## src/rtl/interval_timer.sv

```systemverilog
// interval_timer
//   Preemption timer. Loaded from the datapath bus on timer_in, counts down
//   while armed and enabled (user mode, or always when COUNT_IN_PRIV=1), and
//   raises a sticky timeout flag when the count reaches zero. The flag stays
//   set until the next load or reset.
//
// Ports
//   clk        : system clock, rising-edge
//   reset      : synchronous active-high reset
//   timer_in   : load strobe; takes priority over a tick on the same edge
//   bus_in     : load value (WIDTH bits)
//   privileged : PSW privileged bit; freezes the count unless COUNT_IN_PRIV=1
//   timeout    : sticky expiry flag (registered)
//   count_out  : current count (registered)
//   armed      : loaded with a nonzero value and not yet expired (registered)
//
// State is implied by the armed/timeout registers:
//   state   | meaning
//   IDLE    | armed=0, timeout=0 : not loaded, or loaded with zero
//   RUN     | armed=1            : counting, or frozen in privileged mode
//   EXPIRED | armed=0, timeout=1 : reached zero; held until reload or reset
module interval_timer #(
  parameter int WIDTH         = 16,
  parameter int PRESCALE      = 1,
  parameter int COUNT_IN_PRIV = 0
) (
  input  logic             clk,
  input  logic             reset,
  input  logic             timer_in,
  input  logic [WIDTH-1:0] bus_in,
  input  logic             privileged,
  output logic             timeout,
  output logic [WIDTH-1:0] count_out,
  output logic             armed
);

  localparam int PW = (PRESCALE < 2) ? 1 : $clog2(PRESCALE + 1);

  localparam logic [PW-1:0]    PRESC_LAST = PW'(PRESCALE - 1);
  localparam logic             RUN_PRIV   = (COUNT_IN_PRIV != 0);
  localparam logic [WIDTH-1:0] COUNT_ONE  = WIDTH'(1);

  logic [WIDTH-1:0] count;
  logic [PW-1:0]    presc;
  logic             en;

  // Armed implies a nonzero count, so a decrement can never wrap.
  assign en = armed & (~privileged | RUN_PRIV);

  always_ff @(posedge clk) begin
    if (reset) begin
      count   <= '0;
      presc   <= '0;
      armed   <= 1'b0;
      timeout <= 1'b0;
    end else if (timer_in) begin
      count   <= bus_in;
      presc   <= '0;
      armed   <= (bus_in != '0);
      timeout <= 1'b0;
    end else if (en) begin
      if (presc == PRESC_LAST) begin
        presc <= '0;
        count <= count - COUNT_ONE;
        if (count == COUNT_ONE) begin
          armed   <= 1'b0;
          timeout <= 1'b1;
        end
      end else begin
        presc <= presc + PW'(1);
      end
    end
  end

  assign count_out = count;

endmodule

```

## config.mk

```make
export PLATFORM = sky130hd
export DESIGN_NAME = interval_timer
export DESIGN_NICKNAME = d
export VERILOG_FILES = /design/src/rtl/interval_timer.sv
export SDC_FILE = /design/constraint.sdc
export NUM_CORES = 1
export LEC_CHECK = 0
export CAP_MARGIN = 40
export CORE_MARGIN = 2
export CORE_UTILIZATION = 25
export CTS_CLUSTER_DIAMETER = 50
export CTS_CLUSTER_SIZE = 16
export DETAILED_ROUTE_END_ITERATION = 6
export GPL_ROUTABILITY_DRIVEN = 0
export SLEW_MARGIN = 20
export SYNTH_ARGS = -nofsm -noshare
export SYNTH_HDL_FRONTEND = slang
export SYNTH_SLANG_ARGS = --single-unit
```

## constraint.sdc

```tcl
create_clock -name clk -period 3 [get_ports clk]
set_input_delay 0.6 -clock clk [delete_from_list [all_inputs] [get_ports clk]]
set_output_delay 0.6 -clock clk [all_outputs]
set_load 0.02 [all_outputs]
```

==> impl_metrics.toml <==
[sta]
finalSetupViolations = 0
slew-limit-headroom = 0.572
worst_pin_slew_ps = 641
slew_viol_final = 0
tns_ps = 0
hold_viol_final = 0
clock.fmax_mhz = 444
layout_setup_ws_ps = 746
min_period_over_period = 0.751
finClkSkew_ps = 1.96
min_period_ps = 2250
rsz0062_at_grt = "false"

[synthesis]
ys_seq_area_frac = 0.346
ys_seq_elements = 18
postSynth.asyncResetShare = 0
synth_largest_area_cell = "dfxtp_1"
yosys_warnings = 0
synth_top_area_frac = 0.346
synth.most_common_cell = "dfxtp_1"
synthTopCellsByCount = "dfxtp_1 (18), nor2_1 (12), xnor2_1 (8)"
synth_cell_types = 40
dominantRegCellSynth = "dfxtp_1"
synth_fp_nets = 142
netlist_top_cells_area = "dfxtp_1 (35%), xnor2_1 (6.7%), nor2_1 (4.3%)"
synth_area_um2 = 1040
synthCells = 120
avgSynthCellArea_um2 = 8.69
synth_edf_count = 0

[drt]
drt_wl_total_um = 2950
drtIter0Drc = 18
drcViolationCount = 0
vias = 1069
drt-vias-per-instance = 5.19
ant_nets = 0
drt-wirelength-per-cell_um = 14.3
drt_first_pass_iters = 4

[cells_and_area]
insertedDiodeCount = 0
area_growth_pct = 45.4
fin_util = 0.379
layout-drive-gt1-share = 0.0769
nets = 179

[floorplanning]
rows = 23
fp.dieW_um = 68.6
dieArea_um2 = 4700
dieHeight_um = 68.6
design.portCount = 38
core_um2 = 4000
start_util = 0.261

[global_route]
grt_pass1_wl_um = 4840
grt-ovfl-total = 0
gr-usage-all-layers = 0.138
grt_pass1_vias = 1047
grt_max_degree = 22
antenna_found_initial = 0

[pwr]
power.total_uw = 660
p_sw_uw = 201
p_leak_nw = 0.519
internal_power_uw = 459
p_comb_frac = 0.258
pwr-share-clk = 0.318
ir_worst_vdd_v = 0.000169
seqPwrFrac = 0.423
power.density_nw_per_um2 = 436
switching_share = 0.304

[min_path]
hold_class = "reg -> reg"
min_path_cells = 1

[cts]
post_cts_buffers = 0
clock-sinks = 18
h-tree-depth = 1
cts-root-buf = "clkbuf_8"
cts_buffers = 3
clk_pin_slew_ps = 80
tritoncts = "built"
hold_buffers = 0
cts-resized-gates = 0
insertion_delay_ps = 260
clk_path_buf_depth = 2

[setup_path]
crit_path_top_delay_cell = "or4b_1"
crit_type = "in -> reg"
cp-end-kind = "flop"
worstPathRequired_ps = 3150
start_kind = "input port"
cp_num_buf_inv = 1
crit_chain = "clkdlybuf4s50_1, or4b_1, nor4_4, a21boi_0, o311a_1"
rr_worst_depth = 4
cp_max_fo = 6
cp.depth = 5
path_delay_family = "simple AND/OR/NAND/NOR gates"
arrival_ps = 2400
cp_slowest_stage_delay_ps = 620

[placement]
post-dp-hpwl_um = 2220
dp_slack_ps = 479
io_buffers = 37

[flow_run]
cap_violations = 0

[outcome]
status = "finished clean"
-- registers in the layout, summed over array words and instances (netlist names) --
name and flops:
timeout 1, count_out 16, armed 1
-- power groups by stage --
stage | Combinational, mW | Sequential, mW | Clock, mW
global placement | 0.168 | 0.284 | 0
global route | 0.184 | 0.283 | 0.223
detailed placement | 0.172 | 0.285 | 0
finish | 0.171 | 0.279 | 0.210
floorplan | 0.0754 | 0.300 | 0
CTS | 0.172 | 0.279 | 0.210
-- worst paths after layout --
path | from | slack (ps) | to
setup / recovery | privileged | 750 | count_out[13]$_SDFFE_PP0P_
hold / removal | timeout$_SDFFE_PP0P_ | 500 | timeout$_SDFFE_PP0P_
setup reg to reg | count_out[2]$_SDFFE_PP0P_ | 900 | count_out[13]$_SDFFE_PP0P_
hold reg to reg | timeout$_SDFFE_PP0P_ | 500 | timeout$_SDFFE_PP0P_
-- area by class of cell --
class | instances | area [µm²]
inverters | 7 | 26.3
repair buffers | 39 | 385
multi-input cells | 88 | 626
well taps | 50 | 62.6
flip-flops and latches | 18 | 360
clock buffers | 4 | 55.1
fillers | 394 | 2480
-- through the flow --
stage               hold slack, ps  instances  area [µm²]
finish                         500        206        1520
global placement               452        202        1460
CTS                            497        206        1520
detailed placement             474        202        1460
floorplan                      567        120        1040
global route                   507        206        1520
-- kinds of logic after synthesis --
group	count (synthesis)	share of synthesized area
simple gates	53	0.321
compound gates	24	0.179
flops	18	0.346
buf+inv	14	0.0540
xor+xnor	8	0.0672
fa+ha+maj	2	0.0240
mux	1	0.00960
-- worst reg2reg max path, stage by stage, from the launching register on --
cell      delay, ps
dfxtp_1         370
or4_1           770
nor4_4          390
a21boi_0        140
o311a_1         320
-- cells in the final DEF, fill, tap and decap left out, types with 2 or more instances in the layout --
| cell type | n |
|---|---|
| clkbuf_8 | 4 |
| a21boi_0 | 2 |
| ha_1 | 2 |
| inv_1 | 7 |
| nor2b_1 | 2 |
| nand2_1 | 7 |
| dfxtp_1 | 18 |
| a211oi_1 | 5 |
| a311oi_1 | 2 |
| or3_1 | 3 |
| or4_1 | 3 |
| buf_4 | 2 |
| a21oi_1 | 3 |
| o21ai_0 | 2 |
| nor3_1 | 4 |
| nor4_1 | 7 |
| o311a_1 | 2 |
| nor4_2 | 3 |
| clkdlybuf4s50_1 | 37 |
| nand2b_1 | 2 |
| nor2_1 | 12 |
| xnor2_1 | 8 |
-- routing by layer --
layer  track usage  part of all wire  vias to the layer above  wire, µm
met5             0                 0                        -         0
met2         0.224              0.47                       40      1380
met3        0.0357             0.063                        9       186
met4        0.0550             0.016                        0        48
met1         0.173              0.45                      495      1330
li1              -                 -                      525         -
(Power assumes the default switching activity.)
